$ cat src/rtl/decoder_2_to_4_hold_pkg.sv
// Shared state encodings and code / one-hot constants for the 2-to-4 decoder
// and its matching 4-to-2 encoder.
package decoder_defs;

    typedef enum logic {
        ST_IDLE = 1'b0,
        ST_HOLD = 1'b1
    } state_e;

    localparam logic [1:0] CODE_NULL = 2'b00;
    localparam logic [1:0] CODE_1    = 2'b01;
    localparam logic [1:0] CODE_2    = 2'b10;
    localparam logic [1:0] CODE_3    = 2'b11;

    localparam logic [3:0] OH_NULL = 4'b0000;
    localparam logic [3:0] OH_1    = 4'b0010;
    localparam logic [3:0] OH_2    = 4'b0100;
    localparam logic [3:0] OH_3    = 4'b1000;

endpackage

$ cat src/rtl/decoder_2_to_4_hold_comb.sv
// Pure combinational code-to-one-hot map. Bit 0 of the one-hot is never driven
// because code 00 is the null code.
module decoder_2_to_4_hold_comb
    import decoder_defs::*;
(
    input  logic [1:0] i_code,
    output logic [3:0] o_onehot
);

    always_comb begin
        case (i_code)
            CODE_1:  o_onehot = OH_1;
            CODE_2:  o_onehot = OH_2;
            CODE_3:  o_onehot = OH_3;
            default: o_onehot = OH_NULL;
        endcase
    end

endmodule

$ cat src/rtl/decoder_2_to_4_hold.sv
// Registered 2-to-4 decoder with valid/ready handshake and a HOLD_CYCLES strobe.
// Define DECODER_2_TO_4_ABORT_EN to add the i_abort input that cuts a hold short.
module decoder_2_to_4_hold
    import decoder_defs::*;
#(
    parameter int HOLD_CYCLES = 4,
    localparam int CNT_W = (HOLD_CYCLES > 1) ? $clog2(HOLD_CYCLES) : 1
) (
    input  logic       clk,
    input  logic       rst_n,
    input  logic [1:0] i_in,
    input  logic       i_in_valid,
`ifdef DECODER_2_TO_4_ABORT_EN
    input  logic       i_abort,
`endif
    output logic       o_in_ready,
    output logic [3:0] o_out,
    output logic       o_busy,
    output logic       o_done
);

    localparam logic [CNT_W-1:0] CNT_LOAD = CNT_W'(HOLD_CYCLES - 1);

    state_e           r_state;
    logic [CNT_W-1:0] r_cnt;
    logic [3:0]       r_out;
    logic             r_done;

    state_e           w_state_nxt;
    logic [CNT_W-1:0] w_cnt_nxt;
    logic [3:0]       w_out_nxt;
    logic             w_done_nxt;
    logic [3:0]       w_decoded;
    logic             w_abort;

`ifdef DECODER_2_TO_4_ABORT_EN
    assign w_abort = i_abort;
`else
    assign w_abort = 1'b0;
`endif

    decoder_2_to_4_hold_comb u_comb (
        .i_code   (i_in),
        .o_onehot (w_decoded)
    );

    always_comb begin
        // NOTE: every signal gets a default first so no path can infer a latch.
        w_state_nxt = r_state;
        w_cnt_nxt   = r_cnt;
        w_out_nxt   = r_out;
        w_done_nxt  = 1'b0;

        case (r_state)
            ST_IDLE: begin
                // Null codes are consumed without leaving IDLE.
                if (i_in_valid && (i_in != CODE_NULL)) begin
                    w_state_nxt = ST_HOLD;
                    w_out_nxt   = w_decoded;
                    w_cnt_nxt   = CNT_LOAD;
                end
            end
            ST_HOLD: begin
                if (w_abort) begin
                    w_state_nxt = ST_IDLE;
                    w_out_nxt   = OH_NULL;
                    w_cnt_nxt   = '0;
                end else if (r_cnt == '0) begin
                    w_state_nxt = ST_IDLE;
                    w_out_nxt   = OH_NULL;
                    w_done_nxt  = 1'b1;
                end else begin
                    w_cnt_nxt = r_cnt - 1'b1;
                end
            end
            default: begin
                w_state_nxt = ST_IDLE;
                w_out_nxt   = OH_NULL;
                w_cnt_nxt   = '0;
            end
        endcase
    end

    // NOTE: state uses non-blocking assignments so all registers update together.
    always_ff @(posedge clk or negedge rst_n) begin
        if (!rst_n) begin
            r_state <= ST_IDLE;
            r_cnt   <= '0;
            r_out   <= OH_NULL;
            r_done  <= 1'b0;
        end else begin
            r_state <= w_state_nxt;
            r_cnt   <= w_cnt_nxt;
            r_out   <= w_out_nxt;
            r_done  <= w_done_nxt;
        end
    end

    assign o_in_ready = (r_state == ST_IDLE);
    assign o_busy     = (r_state == ST_HOLD);
    assign o_out      = r_out;
    assign o_done     = r_done;

endmodule
$ cat config.mk
export PLATFORM = sky130hd
export DESIGN_NAME = decoder_2_to_4_hold
export DESIGN_NICKNAME = d
export VERILOG_FILES = /design/src/rtl/decoder_2_to_4_hold_pkg.sv /design/src/rtl/decoder_2_to_4_hold_comb.sv /design/src/rtl/decoder_2_to_4_hold.sv
export SDC_FILE = /design/constraint.sdc
export NUM_CORES = 1
export LEC_CHECK = 0
export ABC_AREA = 1
export BUFFER_PORTS_ARGS = -buffer_cell sky130_fd_sc_hd__buf_4
export CAP_MARGIN = 20
export CELL_PAD_IN_SITES_DETAIL_PLACEMENT = 0
export CELL_PAD_IN_SITES_GLOBAL_PLACEMENT = 1
export CORE_AREA = 2 2 39 41
export CTS_BUF_LIST = sky130_fd_sc_hd__clkbuf_8
export DETAILED_ROUTE_END_ITERATION = 7
export DIE_AREA = 0 0 41 43
export PLACE_DENSITY = 0.64
export SETUP_SLACK_MARGIN = 0.15
export SKIP_LAST_GASP = 1
export SYNTH_ARGS = -nofsm -noshare
export SYNTH_HDL_FRONTEND = slang
export SYNTH_SLANG_ARGS = --single-unit
$ cat constraint.sdc
create_clock -name clk -period 1.7 [get_ports clk]
set_input_delay 0.085 -clock clk [delete_from_list [all_inputs] [get_ports clk]]
set_output_delay 0.085 -clock clk [all_outputs]
set_load 0.01 [all_outputs]
-- Word level (Yosys, flattened, before mapping)
Index checks and enable logic that the tools add are counted.
- input port bits: 5
- output and inout port bits: 7
- register bits: 8
- logic and storage cells: 29
- equality and inequality tests: 6
- add/sub/neg operators: 1
- muxes and demuxes: 12
- reductions and logical operators: 5
- bitwise gates (word level): 1
- operators by type and width (kind ; count):
    4-bit case mux with 3 select lines ; 1
    4-bit two-way mux ; 2
    4-bit case mux with 2 select lines ; 1
    2-bit == test (second input constant) ; 2
    1-bit two-way mux ; 4
    2-bit two-way mux ; 2
    2-bit by 1-bit inequality test with 1-bit output (second input constant) ; 2
    2-bit case mux with 2 select lines ; 1
    2-bit AND reduction ; 2
    2-bit by 1-bit == test with 1-bit output (second input constant) ; 1
    2-bit logical NOT ; 1
    2-bit inequality test (second input constant) ; 1
    1-bit case mux with 2 select lines ; 1
    2-bit nonzero test ; 1
    2-bit by 1-bit subtractor with 2-bit output (second input constant) ; 1
    1-bit logical AND ; 1
    1-bit inverter ; 1

-- Longest topological paths before layout
Gate-level depths: netlist (run 1).
- depth after elaboration: 4
- gate-level depth with buffers: 7
- mapped depth without buffers: 7

-- Hierarchy
Synthesis (run 1) repeated with hierarchy kept, for this count alone.
- cell total of the unflattened synthesis: 53
- area, all modules: 420.4 µm²
- modules (own cells, without submodules) (module ; cells each ; times used ; area each (µm²)):
    decoder_2_to_4_hold ; 45 ; 1 ; 386.6
    decoder_2_to_4_hold_comb ; 8 ; 1 ; 33.8

-- Worst setup path before layout (run 1)
Ideal clock, no wire load.
- path type: register to register
- start: register r_cnt[0]
- end: register r_cnt[0]
- arrival: 891 ps
- path slack: 693 ps
- cell stages (with the launch flop): 8
- clock period less this slack: 1007 ps
- buffers on the path: 0
- cell sequence: dfrtp_1 inv_1 ha_1 inv_1 nand2_1 nand2_4 nand2_1 nand2_1
- word-level cells in the longest chain between the ends: 3
- elaborated cells on any way between the ends: 6
- classes of those cells: add/sub (1); eq/ne (1); mux (2); reduce/logical (2)
- RTL lines (item ; line ; RTL):
    start: declaration ; decoder_2_to_4_hold.sv:25 ; logic [CNT_W-1:0] r_cnt;
    start signal: assignment ; decoder_2_to_4_hold.sv:93 ; r_cnt <= w_cnt_nxt;
    2-bit by 1-bit subtractor with 2-bit output or 2-bit logical NOT (tied branches) ; decoder_2_to_4_hold.sv:73, decoder_2_to_4_hold.sv:68 ;
    2-bit two-way mux or 2-bit inequality test (tied branches) ; - ;
    2-bit case mux with 2 select lines or 2-bit AND reduction (tied branches) ; - ;
Parallel ways exist; a longest one is shown, timed or not. The select of a mux whose other input is x is not followed.
A chain may end at the register's enable or synchronous reset.

-- Worst setup path after layout (run 1)
Ends and elaborated chain as after synthesis.

==> flow_metrics.py, run 1 <==
metrics = {
    "status": {
        "outcome": "finished clean",
    },
    "worst_setup_path": {
        "critPathMaxFanout": 3,
        "critPathArrivalTime_ns": 1.19,
        "slowest_stage": "dfrtp_1",
        "worstSetupEndpointType": "register",
        "crit_type": "register to register",
        "critPathMostFrequentCell": "nand2_1",
        "cp-start-kind": "register",
        "cp_num_buf_inv": 2,
        "path_cells": "inv_1 -> ha_1 -> inv_1 -> nand2_1 -> nand2_4 -> nand2_1 -> nand2_1",
        "crit_family": "flip-flops",
        "r2r_start": "r_cnt[0]$_DFFE_PN0P_",
        "critPathMaxStageDelay_ns": 0.38,
        "critical_path.startpoint": "r_cnt[0]$_DFFE_PN0P_",
        "cp_data_required_time_ns": 1.81,
    },
    "detailed_routing": {
        "drc": 0,
        "detail_route.wl_per_cell_um": 8.44,
        "vias": 287,
        "drtIter0Drc": 8,
        "via_per_inst": 3.93,
        "routed_wl_um": 616,
        "firstDrtPassIters": 4,
        "final_antenna_net_count": 0,
    },
    "timing": {
        "fin_tns_setup_ns": 0,
        "whs_ns": 0.116,
        "hold_viol_final": 0,
        "max_clock_freq_mhz": 931,
        "rsz0062_at_grt": "no",
        "final-setup-viol-count": 0,
        "skew_ns": 0.00343,
        "period_minus_slack_ns": 1.07,
        "finalCritPeriodShare": 0.632,
        "final_max_slew_viol_count": 0,
    },
    "placed_design": {
        "portBuffers": 10,
        "dp_hpwl_um": 495,
        "gp_congestion": 0.643,
    },
    "synth": {
        "synthArstFlopShare": 1.00,
        "synthTopCellsByCount": "nand2_1 (13), inv_1 (8), dfrtp_1 (7), nand3_1 (7), ha_1 (2)",
        "yosysSeqAreaShare": 0.493,
        "ys_top_cells_by_area": "dfrtp_1 (49%), nand2_1 (14%), nand3_1 (9.9%), inv_1 (8.5%), ha_1 (7.0%)",
        "synth_edf_count": 0,
        "synth_cell_type_count": 11,
        "syn-num-nets": 50,
        "avgSynthCellArea_sq_um": 8.26,
        "syn_inst": 43,
        "yosysWarningCount": 0,
        "syn_area_sq_um": 355,
        "ys_ff_latch": 7,
        "yosys.area.top_type_share": 0.493,
        "yosysMostFrequentCell": "nand2_1",
        "yosysTopAreaCell": "dfrtp_1",
        "ys.flop_type": "dfrtp_1",
    },
    "die": {
        "io_pins": 12,
        "dieArea_sq_um": 1760,
        "rows": 14,
        "dieWidth_um": 41,
        "initial_core_util": 0.257,
        "die_h_um": 43,
        "core_sq_um": 1380,
    },
    "hold_path": {
        "min_path_type": "input port to register",
        "min_from": "i_in[1]",
    },
    "clock_tree": {
        "clock_latency_ns": 0.23,
        "cts_root_buf": "clkbuf_8",
        "clk_pin_slew_worst_paths_ns": 0.04,
        "cts_tree": "yes",
        "cts_made_buffers": 3,
        "ctsResizeCount": 0,
        "htree_num_levels": 1,
        "clock_sinks": 7,
        "cts_buffer_depth": 2,
    },
    "cells_and_area": {
        "syn_to_final_growth_pct": 40.1,
        "finalCoreUtilization": 0.360,
        "layout-drive-gt1-share": 0.281,
        "fillers": 142,
        "nNetsFinal": 65,
        "n_antenna_cell": 0,
    },
    "pwr": {
        "ir_drop_mv": 0.751,
        "p_per_area_nw_per_um2": 1860,
        "power_leakage_uw": 0.000297,
    },
    "global_route": {
        "grt_pass1_vias": 276,
        "antenna_found_initial": 0,
        "track_usage": 0.0991,
        "grt_max_degree": 9,
        "overflow": 0,
        "grt_first_pass_wirelength_um": 1090,
    },
    "run": {
        "maxCapViolCount": 0,
    },
}
==> worst reg2reg max path, cell delays in order, from the launching register on <==
cell and delay [ns]:
dfrtp_1 0.38, inv_1 0.08, ha_1 0.16, inv_1 0.04, nand2_1 0.13, nand2_4 0.07, nand2_1 0.06, nand2_1 0.04
==> sequential cells by signal, summed over array words and instances (netlist names) <==
signal and count:
o_done 1, o_out 3, r_cnt 2, o_busy 1
==> path summary, 6_finish.rpt <==
path | to | slack (ns) | cells after the start
max | r_cnt[0]$_DFFE_PN0P_ | 0.63 | 7
min | o_out[3]$_DFFE_PN0P_ | 0.12 | 3
max reg2reg | r_cnt[0]$_DFFE_PN0P_ | 0.63 | 7
min reg2reg | o_out[3]$_DFFE_PN0P_ | 0.50 | 2
max in group asynchronous | r_cnt[1]$_DFFE_PN0P_ | 1.37 | 2
min in group asynchronous | o_done$_DFF_PN0_ | 0.20 | 2
==> cells in the final DEF, fill, tap and decap left out <==
| master | count |
|---|---|
| nand2_1 | 13 |
| buf_4 | 10 |
| inv_1 | 9 |
| nand3_1 | 7 |
| dfrtp_1 | 7 |
| clkbuf_8 | 3 |
| ha_1 | 2 |
| nor2_2 | 1 |
| nand2_2 | 1 |
| nand2_4 | 1 |
| nand4_1 | 1 |
| conb_1 | 1 |
| dlygate4sd3_1 | 1 |
==> routing by layer <==
| metal | wire length [um] | track usage | vias up |
|---|---|---|---|
| met3 | 65 | 0.0785 | 0 |
| met1 | 273 | 0.118 | 122 |
| met2 | 277 | 0.119 | 10 |
| met5 | 0 | 0 | - |
| met4 | 0 | 0.0600 | 0 |
| li1 | - | - | 155 |
==> logic make-up (layout without fill, tap and decap cells) <==
group                    Yosys count  in the layout  synth area share
other                              1              1            0.0106
flip-flops                         7              7             0.493
AND/OR/NAND/NOR                   24             24             0.320
buffers and inverters              9             23             0.106
adder cells (fa/ha/maj)            2              2            0.0704
==> metrics by stage <==
| step | power (uW) | worst slack, ns | instances | area, sq um |
|---|---|---|---|---|
| 2_1_floorplan | 548 | 0.693 | 43 | 355 |
| 3_3_place_gp | 705 | 0.625 | 68 | 443 |
| 3_5_place_dp | 706 | 0.621 | 68 | 443 |
| 4_1_cts | 939 | 0.613 | 73 | 498 |
| 5_1_grt | 1030 | 0.496 | 73 | 498 |
| 6_report | 925 | 0.626 | 73 | 498 |
==> power breakdown <==
part / switching (uW) / leakage, uW / internal [uW]
sequential: 59.4 / 0.0000874 / 250
combinational: 209 / 0.000182 / 179
clock: 71.0 / 0.0000269 / 156
==> timing repair <==
item                                   4_1_cts  5_1_grt
buffers inserted                             0        0
hold buffers                                 1        0
endpoints found under the hold margin        7        0
==> cell type report <==
class                           count  area, sq um  area share
Sequential cell                     7          175       0.352
Timing Repair Buffer               11         85.1       0.171
Clock inverter                      1         3.75     0.00754
Multi-Input combinational cell     27          143       0.286
Inverter                            8         30.0      0.0603
Clock buffer                        3         41.3      0.0829
Tap cell                           16         20.0      0.0402
No activity file was read; power rests on OpenSTA's default activity.
==> run 2, diff against run 1 <==
- PLACE_DENSITY: 0.64 -> 0.66
- clock period: 1.7 -> 0.87 ns (I/O delays scaled with it)
==> run 2 against run 1 <==
The flow now finishes with violations (setup timing). Critical endpoint is now r_cnt[1]$_DFFE_PN0P_. Highest routed layer is now met4. Clock power grew 92%. Critical path depth is the same. Sequential share of layout area shrank 7.6 points. Routed wire length grew 27%. Worst hold slack lost 0.042 ns. Critical path type unchanged. Maximum frequency grew 10%. First-iteration DRC count grew 50%. Register-to-register slack lost 0.73 ns. Final area grew 29%. Worst setup slack lost 0.73 ns.
==> flow_metrics.py, run 2 (synthesis results as in run 1) <==
metrics = {
    "status": {
        "outcome": "complete, but fails checks",
        "violations": "setup timing",
    },
    "worst_setup_path": {
        "crit_family": "flip-flops",
        "r2r_start": "r_cnt[1]$_DFFE_PN0P_",
        "path_cells": "inv_2 -> ha_4 -> inv_2 -> nand2_4 -> nand2_4 -> nand2_1 -> nand2_1",
        "r2r_slack_ns": -0.10,
        "critPathArrivalTime_ns": 1.08,
        "worstRegToRegCells": 7,
        "crit_type": "register to register",
        "cp_num_buf_inv": 2,
        "r2r_end": "r_cnt[1]$_DFFE_PN0P_",
        "critPathMaxStageDelay_ns": 0.39,
        "worstSetupEndpointType": "register",
        "cp_data_required_time_ns": 0.98,
        "cp-start-kind": "register",
        "slowest_stage": "dfrtp_1",
        "critical_path.startpoint": "r_cnt[1]$_DFFE_PN0P_",
        "critPathMaxFanout": 3,
    },
    "global_route": {
        "grt_first_pass_wirelength_um": 1260,
        "grt_max_degree": 8,
        "track_usage": 0.115,
        "antenna_found_initial": 0,
        "overflow": 0,
        "grt_pass1_vias": 326,
    },
    "die": {
        "die_h_um": 43,
        "io_pins": 12,
        "dieWidth_um": 41,
        "rows": 14,
        "dieArea_sq_um": 1760,
        "initial_core_util": 0.257,
        "core_sq_um": 1380,
    },
    "detailed_routing": {
        "final_antenna_net_count": 0,
        "drc": 0,
        "via_per_inst": 4.10,
        "firstDrtPassIters": 4,
        "routed_wl_um": 784,
        "vias": 340,
        "detail_route.wl_per_cell_um": 9.45,
        "drtIter0Drc": 12,
    },
    "cells_and_area": {
        "syn_to_final_growth_pct": 80.3,
        "final_common_cell": "buf_4",
        "layout-drive-gt1-share": 0.552,
        "layout_common_cells": "buf_4 (13), nand2_1 (10), buf_6 (7), nand3_1 (6), dfrtp_1 (6)",
        "nNetsFinal": 75,
        "finalCoreUtilization": 0.463,
        "largest_register_ffs": 3,
        "n_antenna_cell": 0,
    },
    "placed_design": {
        "gp_congestion": 0.678,
        "portBuffers": 10,
        "dp_hpwl_um": 602,
    },
    "clock_tree": {
        "cts_root_buf": "clkbuf_8",
        "clock_latency_ns": 0.22,
        "cts_buffer_depth": 2,
        "cts_made_buffers": 3,
        "cts_tree": "yes",
        "htree_num_levels": 1,
        "clock_sinks": 7,
        "clk_pin_slew_worst_paths_ns": 0.04,
    },
    "pwr": {
        "power_leakage_uw": 0.000355,
        "p_comb_frac": 0.561,
        "switching_power_uw": 871,
        "p_per_area_nw_per_um2": 3830,
        "p_sw_frac": 0.355,
        "total_power_uw": 2450,
        "p_seq_frac": 0.261,
        "internal-power_uw": 1580,
        "ir_drop_mv": 1.39,
        "pwr-share-clk": 0.177,
    },
    "timing": {
        "rsz0062_at_grt": "yes",
        "finalCritPeriodShare": 1.12,
        "whs_ns": 0.0742,
        "fin_tns_setup_ns": -0.508,
        "fin_ws_ns": -0.103,
        "final-setup-viol-count": 8,
        "skew_ns": 0.00305,
        "period_minus_slack_ns": 0.973,
        "max_clock_freq_mhz": 1030,
        "final_max_slew_viol_count": 0,
        "hold_viol_final": 0,
    },
    "hold_path": {
        "min_from": "i_in[1]",
        "whs_path_depth": 3,
        "min_to": "o_out[3]$_DFFE_PN0P_",
        "min_path_type": "input port to register",
    },
    "run": {
        "maxCapViolCount": 0,
    },
}
==> run 2: power by group through the flow <==
stage | Combinational, uW | Clock (uW) | Sequential (uW)
final | 1380 | 435 | 641
after global routing | 1530 | 470 | 671
after CTS | 1370 | 445 | 643
after detailed placement | 974 | 0 | 648
after global placement | 961 | 0 | 637
after floorplan | 481 | 0 | 680
==> run 2: timing repair <==
action / in CTS / in global routing
pin swaps: 2 / 0
setup buffers: 6 / 0
hold buffers: 1 / 0
gates resized for setup: 12 / 2
setup endpoints to repair: 13 / 13
endpoints found under the hold margin: 7 / 0
==> run 2: worst max-delay path by stage <==
stage               cells past startpoint                   end  slack [ns]
CTS                                     7  r_cnt[1]$_DFFE_PN0P_       -0.11
global placement                        7  r_cnt[1]$_DFFE_PN0P_       -0.12
global route                            7  r_cnt[1]$_DFFE_PN0P_       -0.19
detailed placement                      7  r_cnt[1]$_DFFE_PN0P_       -0.17
finish                                  7  r_cnt[1]$_DFFE_PN0P_       -0.10
floorplan                               7  r_cnt[0]$_DFFE_PN0P_       -0.09
==> run 2: per-stage QoR <==
stage | std cells | setup slack, ns | instance area (sq um)
after global routing | 83 | -0.185 | 641
after CTS | 83 | -0.115 | 638
after detailed placement | 72 | -0.172 | 499
final | 83 | -0.103 | 641
after global placement | 72 | -0.124 | 499
after floorplan | 43 | -0.0921 | 382
==> run 2: metal layers <==
metal	share of wire	GRT usage	vias up
li1	-	-	175
met1	0.35	0.0977	150
met2	0.54	0.188	13
met3	0.071	0.0628	2
met4	0.032	0.0800	0
met5	0	0	-
==> run 2: layout make-up <==
type                    count  area [sq um]
fillers                   143           743
repair buffers             21           186
multi-input cells          27           183
flip-flops and latches      7           176
clock buffers               3          41.3
inverters                   8          30.0
well taps                  16          20.0
clock inverters             1          3.75
==> run 2: worst register-to-register path, stage by stage, from the launching register on <==
cell     delay, ns
dfrtp_1       0.39
inv_2         0.08
ha_4          0.13
inv_2         0.04
nand2_4       0.06
nand2_4       0.05
nand2_1       0.05
nand2_1       0.05
